`src/rtl/dmem_pkg.sv`:
```
// dmem_pkg: shared types and helpers for the banked data memory.
// Holds the controller state encoding, the legal read-latency values,
// the byte-lane count helper and the per-byte even-parity function.
`timescale 1ns/1ps
package dmem_pkg;

    // Controller state: INIT sweeps the array, READY serves requests.
    typedef enum logic {
        INIT  = 1'b0,
        READY = 1'b1
    } state_e;

    // Legal read latencies.
    localparam int RD_LAT_1 = 1;
    localparam int RD_LAT_2 = 2;

    // Number of byte lanes in a word of the given width.
    function automatic int lane_count(input int data_w);
        return data_w / 8;
    endfunction

    // Even-parity bit for one byte: byte plus this bit carries an even number of ones.
    function automatic logic even_parity(input logic [7:0] b);
        return ^b;
    endfunction

endpackage

```
`src/rtl/dmem_banked_if.sv`:
```
// dmem_banked_if: load/store bus between the CPU and dmem_banked.
//
// Handshake: a request is accepted on a rising edge where req_i and ready_o
// are both high; we_i, be_i, addr_i and wdata_i are sampled on that same edge.
// ready_o low means the master must hold off (stall). Reads answer with a
// single-cycle rvalid_o pulse a fixed latency later; there is no backpressure
// on the response side. err_o/perr_o are meaningful only in a response cycle.
`timescale 1ns/1ps
interface dmem_banked_if #(
    parameter int DATA_W = 8,
    parameter int ADDR_W = 8
);
    logic                  req_i;
    logic                  we_i;
    logic [DATA_W/8-1:0]   be_i;
    logic [ADDR_W-1:0]     addr_i;
    logic [DATA_W-1:0]     wdata_i;
    logic                  ready_o;
    logic                  rvalid_o;
    logic [DATA_W-1:0]     rdata_o;
    logic                  err_o;
    logic                  perr_o;

    modport master (
        output req_i, we_i, be_i, addr_i, wdata_i,
        input  ready_o, rvalid_o, rdata_o, err_o, perr_o
    );

    modport slave (
        input  req_i, we_i, be_i, addr_i, wdata_i,
        output ready_o, rvalid_o, rdata_o, err_o, perr_o
    );
endinterface

```
`src/rtl/dmem_array.sv`:
```
// dmem_array: word storage with per-byte-lane write enables and a
// combinational read port. With DMEM_PARITY_EN defined it also keeps one
// parity bit per lane alongside the data.
`timescale 1ns/1ps
module dmem_array #(
    parameter int DATA_W = 8,
    parameter int DEPTH  = 256,
    parameter int AW     = 8,
    parameter int LANES  = 1
) (
    input  logic              clk,
    input  logic [LANES-1:0]  we,
    input  logic [AW-1:0]     waddr,
    input  logic [DATA_W-1:0] wdata,
`ifdef DMEM_PARITY_EN
    input  logic [LANES-1:0]  wpar,
    output logic [LANES-1:0]  rpar,
`endif
    input  logic [AW-1:0]     raddr,
    output logic [DATA_W-1:0] rdata
);

    logic [DATA_W-1:0] mem [DEPTH];

    // Lane-granular data write; lanes with we=0 keep their contents.
    always_ff @(posedge clk) begin
        for (int k = 0; k < LANES; k++) begin
            if (we[k]) begin
                mem[waddr][k*8 +: 8] <= wdata[k*8 +: 8];
            end
        end
    end

    assign rdata = mem[raddr];

`ifdef DMEM_PARITY_EN
    logic [LANES-1:0] par_mem [DEPTH];

    // Parity bits follow the same lane enables as the data they protect.
    always_ff @(posedge clk) begin
        for (int k = 0; k < LANES; k++) begin
            if (we[k]) begin
                par_mem[waddr][k] <= wpar[k];
            end
        end
    end

    assign rpar = par_mem[raddr];
`endif

endmodule

```
`src/rtl/dmem_banked.sv`:
```
// dmem_banked: parametrised data memory for the CPU load/store unit.
// Owns the INIT/READY controller (power-up clear sweep), the address range
// check and the 1- or 2-stage registered read pipeline around dmem_array.
// Optional per-lane parity storage and checking is enabled by the macro
// DMEM_PARITY_EN; without it perr_o is tied low.
`timescale 1ns/1ps
module dmem_banked
    import dmem_pkg::*;
#(
    parameter int                DATA_W       = 8,
    parameter int                ADDR_W       = 8,
    parameter int                DEPTH        = 256,
    parameter int                RD_LAT       = 1,
    parameter int                CLEAR_ON_RST = 1,
    parameter logic [DATA_W-1:0] INIT_VAL     = '0
) (
    input  logic          CLK,
    input  logic          RST,
    dmem_banked_if.slave  bus,
    output state_e        state_o
);

    localparam int LANES = lane_count(DATA_W);
    localparam int CLR_W = (DEPTH > 1) ? $clog2(DEPTH) : 1;
    localparam logic [CLR_W-1:0] LAST_ADDR = CLR_W'(DEPTH - 1);

    state_e              state_q, state_d;
    logic [CLR_W-1:0]    clr_addr_q, clr_addr_d;

    logic                ready;
    logic                accept;
    logic                oor;

    logic [LANES-1:0]    arr_we;
    logic [CLR_W-1:0]    arr_waddr;
    logic [DATA_W-1:0]   arr_wdata;
    logic [DATA_W-1:0]   arr_rdata;
    logic                par_bad;

    // Stage-1 response, computed in the acceptance cycle.
    logic                s1_rv_d, s1_err_d, s1_perr_d;
    logic [DATA_W-1:0]   s1_data_d;

    // Response entering the output registers.
    logic                last_rv, last_err, last_perr;
    logic [DATA_W-1:0]   last_data;

    logic                rvalid_q, rvalid_d;
    logic                err_q, err_d;
    logic                perr_q, perr_d;
    logic [DATA_W-1:0]   rdata_q, rdata_d;

    // Requests are only taken in READY and never in a reset cycle.
    assign ready  = (state_q == READY) && !RST;
    assign accept = bus.req_i && ready;
    assign oor    = (32'(bus.addr_i) >= 32'(DEPTH));

    // Controller: clear sweep in INIT, request writes in READY.
    always_comb begin
        state_d    = state_q;
        clr_addr_d = clr_addr_q;
        arr_we     = '0;
        arr_waddr  = bus.addr_i[CLR_W-1:0];
        arr_wdata  = bus.wdata_i;
        case (state_q)
            INIT: begin
                arr_we    = '1;
                arr_waddr = clr_addr_q;
                arr_wdata = INIT_VAL;
                if (clr_addr_q == LAST_ADDR) begin
                    state_d    = READY;
                    clr_addr_d = '0;
                end else begin
                    clr_addr_d = clr_addr_q + CLR_W'(1);
                end
            end
            READY: begin
                if (accept && bus.we_i && !oor) begin
                    arr_we = bus.be_i;
                end
            end
        endcase
    end

`ifdef DMEM_PARITY_EN
    logic [LANES-1:0] arr_wpar, arr_rpar;

    // Parity generated from whatever is being written; every read lane checked.
    always_comb begin
        par_bad = 1'b0;
        for (int k = 0; k < LANES; k++) begin
            arr_wpar[k] = even_parity(arr_wdata[k*8 +: 8]);
            if (even_parity(arr_rdata[k*8 +: 8]) != arr_rpar[k]) begin
                par_bad = 1'b1;
            end
        end
    end
`else
    assign par_bad = 1'b0;
`endif

    dmem_array #(
        .DATA_W (DATA_W),
        .DEPTH  (DEPTH),
        .AW     (CLR_W),
        .LANES  (LANES)
    ) u_array (
        .clk    (CLK),
        .we     (arr_we),
        .waddr  (arr_waddr),
        .wdata  (arr_wdata),
`ifdef DMEM_PARITY_EN
        .wpar   (arr_wpar),
        .rpar   (arr_rpar),
`endif
        .raddr  (bus.addr_i[CLR_W-1:0]),
        .rdata  (arr_rdata)
    );

    // Response for the request accepted this cycle; out-of-range wins over parity.
    always_comb begin
        s1_rv_d   = accept && !bus.we_i;
        s1_err_d  = accept && oor;
        s1_data_d = oor ? '0 : arr_rdata;
        s1_perr_d = accept && !bus.we_i && !oor && par_bad;
    end

    generate
        if (RD_LAT == RD_LAT_2) begin : g_lat2
            logic              s1_rv_q, s1_err_q, s1_perr_q;
            logic [DATA_W-1:0] s1_data_q;

            // Extra pipeline stage; flushed by reset so in-flight reads vanish.
            always_ff @(posedge CLK) begin
                if (RST) begin
                    s1_rv_q   <= 1'b0;
                    s1_err_q  <= 1'b0;
                    s1_perr_q <= 1'b0;
                    s1_data_q <= '0;
                end else begin
                    s1_rv_q   <= s1_rv_d;
                    s1_err_q  <= s1_err_d;
                    s1_perr_q <= s1_perr_d;
                    s1_data_q <= s1_data_d;
                end
            end

            assign last_rv   = s1_rv_q;
            assign last_err  = s1_err_q;
            assign last_perr = s1_perr_q;
            assign last_data = s1_data_q;
        end else begin : g_lat1
            assign last_rv   = s1_rv_d;
            assign last_err  = s1_err_d;
            assign last_perr = s1_perr_d;
            assign last_data = s1_data_d;
        end
    endgenerate

    // Output stage: flags pulse for one cycle, read data holds between reads.
    always_comb begin
        rvalid_d = last_rv;
        err_d    = last_err;
        perr_d   = last_perr;
        rdata_d  = last_rv ? last_data : rdata_q;
    end

    // State, sweep pointer and output registers with synchronous reset.
    always_ff @(posedge CLK) begin
        if (RST) begin
            state_q    <= (CLEAR_ON_RST != 0) ? INIT : READY;
            clr_addr_q <= '0;
            rvalid_q   <= 1'b0;
            err_q      <= 1'b0;
            perr_q     <= 1'b0;
            rdata_q    <= '0;
        end else begin
            state_q    <= state_d;
            clr_addr_q <= clr_addr_d;
            rvalid_q   <= rvalid_d;
            err_q      <= err_d;
            perr_q     <= perr_d;
            rdata_q    <= rdata_d;
        end
    end

    assign bus.ready_o  = ready;
    assign bus.rvalid_o = rvalid_q;
    assign bus.err_o    = err_q;
    assign bus.perr_o   = perr_q;
    assign bus.rdata_o  = rdata_q;
    assign state_o      = state_q;

endmodule

```
`src/flat_wrapper.sv`:
```
// flat-port wrapper written by rule: the top's interface ports become plain ports
module dmem_banked_flat import dmem_pkg::*;
#(
    parameter int                DATA_W       = 8,
    parameter int                ADDR_W       = 8,
    parameter int                DEPTH        = 256,
    parameter int                RD_LAT       = 1,
    parameter int                CLEAR_ON_RST = 1,
    parameter logic [DATA_W-1:0] INIT_VAL     = '0
)
  (CLK, RST, state_o, bus_req_i, bus_we_i, bus_be_i, bus_addr_i, bus_wdata_i, bus_ready_o, bus_rvalid_o, bus_rdata_o, bus_err_o, bus_perr_o);
  dmem_banked_if #(.DATA_W(DATA_W), .ADDR_W(ADDR_W)) bus_i ();
  input  logic CLK;
  input  logic RST;
  output state_e state_o;
  input wire logic [$bits(bus_i.req_i)-1:0] bus_req_i;
  input wire logic [$bits(bus_i.we_i)-1:0] bus_we_i;
  input wire logic [$bits(bus_i.be_i)-1:0] bus_be_i;
  input wire logic [$bits(bus_i.addr_i)-1:0] bus_addr_i;
  input wire logic [$bits(bus_i.wdata_i)-1:0] bus_wdata_i;
  output wire logic [$bits(bus_i.ready_o)-1:0] bus_ready_o;
  output wire logic [$bits(bus_i.rvalid_o)-1:0] bus_rvalid_o;
  output wire logic [$bits(bus_i.rdata_o)-1:0] bus_rdata_o;
  output wire logic [$bits(bus_i.err_o)-1:0] bus_err_o;
  output wire logic [$bits(bus_i.perr_o)-1:0] bus_perr_o;
  assign bus_i.req_i = bus_req_i;
  assign bus_i.we_i = bus_we_i;
  assign bus_i.be_i = bus_be_i;
  assign bus_i.addr_i = bus_addr_i;
  assign bus_i.wdata_i = bus_wdata_i;
  assign bus_ready_o = bus_i.ready_o;
  assign bus_rvalid_o = bus_i.rvalid_o;
  assign bus_rdata_o = bus_i.rdata_o;
  assign bus_err_o = bus_i.err_o;
  assign bus_perr_o = bus_i.perr_o;
  dmem_banked #(.DATA_W(DATA_W), .ADDR_W(ADDR_W), .DEPTH(DEPTH), .RD_LAT(RD_LAT), .CLEAR_ON_RST(CLEAR_ON_RST), .INIT_VAL(INIT_VAL)) u_core (.CLK(CLK), .RST(RST), .bus(bus_i), .state_o(state_o));
endmodule
```
`config.mk`:
```
export PLATFORM = sky130hd
export DESIGN_NAME = dmem_banked_flat
export DESIGN_NICKNAME = d
export VERILOG_FILES = /design/src/rtl/dmem_pkg.sv /design/src/rtl/dmem_banked_if.sv /design/src/rtl/dmem_array.sv /design/src/rtl/dmem_banked.sv /design/src/flat_wrapper.sv
export SDC_FILE = /design/constraint.sdc
export NUM_CORES = 2
export LEC_CHECK = 0
export ABC_CLOCK_PERIOD_IN_PS = 6700
export CORE_ASPECT_RATIO = 1.75
export CORE_MARGIN = 4
export CORE_UTILIZATION = 55
export CTS_CLUSTER_DIAMETER = 80
export DETAILED_ROUTE_END_ITERATION = 10
export GPL_TIMING_DRIVEN = 0
export PLACE_DENSITY = 0.81
export SYNTH_ARGS = -nofsm -noshare
export SYNTH_HDL_FRONTEND = slang
export SYNTH_SLANG_ARGS = --single-unit
```
`constraint.sdc`:
```
create_clock -name CLK -period 6.7 [get_ports CLK]
set_input_delay 1.34 -clock CLK [delete_from_list [all_inputs] [get_ports CLK]]
set_output_delay 1.34 -clock CLK [all_outputs]
set_load 0.01 [all_outputs]
```
# Yosys cells after proc, flatten, opt, wreduce, memory -nomap -nowiden
# Memory sizes are Yosys's and may differ from the RTL's. A register that Yosys moved wholly into a read port is not among the register bits.
# Cells that the tools add are included.
# Widths: inputs -> output; s select.
[classes]
n_addsub = 1
eq_ne = 1
mux = 9
n_bitwise = 1
reduce_logical = 6
[op_table]
columns = ["cell", "count"]
rows = [
  ["$mux 8", 3],
  ["$add 8x1->8 const B", 1],
  ["$eq 8x8->1 const B", 1],
  ["$mux 1", 5],
  ["$logic_and 1x1->1", 4],
  ["$logic_not 1->1", 2],
  ["$pmux 1 s2", 1],
  ["$not 1->1", 1],
]
[totals]
register_bits = 10
ram_bits = 2048
input_bits = 21
output_inout_bits = 13
word_cells = 22
mem_count = 1
[memory_table]
columns = ["memory", "words", "width", "read_ports", "rd_ports_with_merged_regs", "wr", "line", "source"]
rows = [
  ["u_core.u_array.mem", 256, 8, 1, 1, 1, "dmem_array.sv:23", "logic [DATA_W-1:0] mem [DEPTH];"],
]

# Depth between registers and ports, before layout
[logic_depth]
word_depth = 8
depth_mapped = 12
mapped_depth_nobuf = 7

# By module
# Synthesis repeated with hierarchy kept, for this count alone.
[hier_totals]
hier_cells = 3822
hier_area_um2 = 80315.8
[by_module_without_submodules]
columns = ["mod", "n_inst", "cells_per_inst", "area_per_inst_um2", "seq_area_each_um2"]
rows = [
  ["dmem_array", 1, 3725, 79396.1, 61499.0],
  ["dmem_banked", 1, 97, 919.6, 360.3],
]

# Least setup slack after synthesis
# No wires, ideal clock.
[synth_path]
path_type = "input to register"
from = "in bus_wdata_i[0]"
to = "mem u_core.u_array.mem[0][0] (data pin)"
setup_ns = 0.867
arrival_ns = 4.567
required_time_ns = 5.833
slack_ns = 1.266
stages = 1
n_path_buf = 0
path_cell_list = "and2_1"
[synth_via]
elab_chain_len = 1
[synth_lines]
columns = ["element", "line", "source"]
rows = [
  ["start: declaration", "flat_wrapper.sv:20", "input wire logic [$bits(bus_i.wdata_i)-1:0] bus_wdata_i;"],
  ["$mux 8", "dmem_banked.sv:65", "case (state_q)"],
  ["end: declaration", "dmem_array.sv:23", ""],
]
# Every way passes these cells.

# Final worst setup path
[layout_path]
from = "in bus_addr_i[2]"
to = "mem u_core.u_array.mem[224][7], enable pin"
[layout_via]
elab_chain_len = 1
[layout_lines]
columns = ["element", "line", "source"]
rows = [
  ["start: declaration", "flat_wrapper.sv:19", "input wire logic [$bits(bus_i.addr_i)-1:0] bus_addr_i;"],
  ["$mux 8", "dmem_banked.sv:65", ""],
]
# Every way passes these cells.

==> results.json <==
{
  "outcome": "finished, violations left",
  "violations": "capacitance limit, slew limit",
  "met3_usage": 0.123,
  "start_util": 0.555,
  "vdd_drop_max_mv": 0.276,
  "synthCells": 4064,
  "cp-end-kind": "register",
  "cts_hold_buf": 0,
  "ys.flop_type": "edfxtp_1",
  "cts_buffer_depth": 3,
  "track_usage": 0.369,
  "cp_top_family": "buffers and inverters",
  "io_buffers": 27,
  "cts.clk_slew.worst_paths_ns": 0.07,
  "postRouteWirelength_mm": 283,
  "arrival_ns": 6.90,
  "vias": 46300,
  "htree_levels": 4,
  "holdCritPathClass": "register to register",
  "area_delta_synth_final_pct": 10.7,
  "final_area_mm2": 0.0895,
  "fin_ws_ns": 0.209,
  "synth_edf_count": 2048,
  "setup_violations": 0,
  "drive_gt1_frac": 0.184,
  "cp_slowest_cell": "nor2_1",
  "crit_fanout": 19,
  "cts_made_buffers": 162,
  "ant_nets": 0,
  "dp_slack_ns": -0.783,
  "grt_max_degree": 99,
  "fin_skew_ns": 0.0322,
  "cts_root_buf": "clkbuf_16",
  "grt_pass1_vias": 44900,
  "path_buf_inv": 4,
  "gr-total-overflow": 0,
  "tns_ns": 0,
  "path_cells": "clkdlybuf4s50_1 > buf_2 > buf_2 > o31ai_1 > nand3_1 > clkbuf_1 > nor2_1",
  "place_area_mm2": 0.0842,
  "ys_ff_latch": 2066,
  "grt_util_met1": 0.389,
  "ys_warn_count": 0,
  "die-height_um": 515,
  "grt_antenna_before_repair": 14,
  "setup.worst_path.start_class": "primary input",
  "layout.nets": 4308,
  "relSlewSlack": -0.122,
  "dp_hpwl_mm": 191,
  "crit_top_cell": "buf_2",
  "min_period_ns": 6.49,
  "power_per_cell_area_mw_per_mm2": 279,
  "die_area_mm2": 0.153,
  "drc": 0,
  "multi_input_comb_area_mm2": 0.0174,
  "cts_tree": "done",
  "yosys.area.top_type": "edfxtp_1",
  "synthTopCellsByArea": "edfxtp_1, mux4_2, mux2i_1",
  "crit_required_ns": 7.11,
  "wl_per_cell_um": 44.8,
  "die_w_um": 298,
  "ys_async_sr_fraction": 0,
  "placementRows": 185,
  "cts_sinks": 2066,
  "seq_area_mm2": 0.0619,
  "n_fill_cell": 9587,
  "gr-max-usage-layer": "met2",
  "clk_latency_ns": 0.83,
  "fin_crit_sh": 0.969,
  "synth.most_common_cell": "edfxtp_1",
  "finalHoldViolCount": 0,
  "rsz0062_at_grt": "false",
  "vias_per_cell": 7.34,
  "syn_avg_cell_area_um2": 19.9,
  "synth_area_mm2": 0.0808,
  "drt-pass1-iter-count": 9,
  "core_area_mm2": 0.146,
  "max_freq_ghz": 0.154,
  "maxSlewViolCount": 111,
  "cts-resized-gates": 0,
  "timing.hold.ws_ns": 0.500,
  "drv_cap": 13,
  "drt_iter0_drc": 8606,
  "tightest_slew_ns": 1.68,
  "r2r_setup_slack_ns": 1.70,
  "ys_top_cells_by_count": "edfxtp_1, mux4_2, nor2_1, mux2i_1, o22ai_1",
  "globalplace.congestion": 1.10,
  "p_leak_nw": 29.3,
  "cpPeakStageDelay_ns": 1.09,
  "pin_count": 34,
  "met2_usage": 0.569,
  "grt_pass1_wl_mm": 378,
  "seq_area_frac_synth": 0.766,
  "crit_type": "primary input to register",
  "synth_top_area_frac": 0.761,
  "synthDistinctLibCells": 68
}
-- placed cells by master (no fill, tap or decap), types with 30 or more instances in the layout --
master,netlist,routed
mux4_2,355,355
nand2_1,116,116
clkbuf_16,0,165
mux2i_1,318,318
clkinv_2,0,38
a21oi_1,52,51
nand3_1,43,43
edfxtp_1,2048,2048
a211oi_1,55,53
nor2_1,342,334
buf_2,54,56
buf_6,29,31
clkinv_1,1,31
clkbuf_1,107,124
o221ai_1,54,54
o22ai_1,124,124
a22oi_1,65,65
o21ai_0,30,30
-- cells by family (layout without fill, tap and decap cells) --
logic type,Yosys count,after routing,synth area share
flip-flops,2066,2066,0.766
multiplexers,680,680,0.140
AND/OR/NAND/NOR,608,608,0.0325
AO/OA/AOI/OAI,454,454,0.0402
buffers and inverters,250,604,0.0207
XOR/XNOR,4,4,0.000434
adder cells (fa/ha/maj),1,1,0.000155
other,1,16,0.0000464
-- tightest hold or removal path: stages (launching register included) --
cell      delay [ns]
dfxtp_1         0.32
nand2_1         0.06
o211ai_1        0.07
-- sequential cells by signal, indices dropped and copies added, names as in the netlist --
name and count:
u_core.u_array.mem 2048, u_core.clr_addr_q 8, u_core.bus.rdata_o 8, u_core.state_o 1
u_core.bus.rvalid_o 1
-- final cells by class --
cell class                 instances  share of cell area
sequential                      2066               0.691
multi-input combinational       1749               0.194
clock buffer                     187              0.0471
tap                             1870              0.0261
buffer                           245              0.0185
clock inverter                   110              0.0113
timing repair buffer              58              0.0109
antenna                           14            0.000391
inverter                           4            0.000168
-- final timing paths --
path                                endpoint  cells after the start                   from
hold reg to reg        u_core.bus.rdata_o[4]                      2  u_core.bus.rdata_o[4]
setup / recovery  u_core.u_array.mem[224][7]                      7          bus_addr_i[2]
hold / removal         u_core.bus.rdata_o[4]                      2  u_core.bus.rdata_o[4]
setup reg to reg  u_core.u_array.mem[224][7]                      6         u_core.state_o
-- what timing repair did --
action	in CTS	in global routing
setup endpoints to repair	8	16
buffers inserted	1	0
cloned	0	0
pin swaps	1	0
-- where the power goes --
group / total, mW / internal, mW / switching, mW
clock network: 9.72 / 5.10 / 4.62
logic: 1.25 / 0.354 / 0.893
registers: 14.0 / 14.0 / 0.00717
-- layer usage --
metal,vias up,share of wire
met5,-,0.00019
met4,8,0.13
met3,1284,0.14
met2,4732,0.46
met1,23100,0.27
li1,17200,-
-- metrics by stage --
step	total power, mW	std cells	utilization
floorplan	14.9	4065	-
global placement	15.4	5962	0.573
detailed placement	15.4	5990	0.578
CTS	24.8	6288	0.614
global route	25.4	6295	0.615
finish	25.0	6303	0.615
Power figures use the tool's default switching activity.
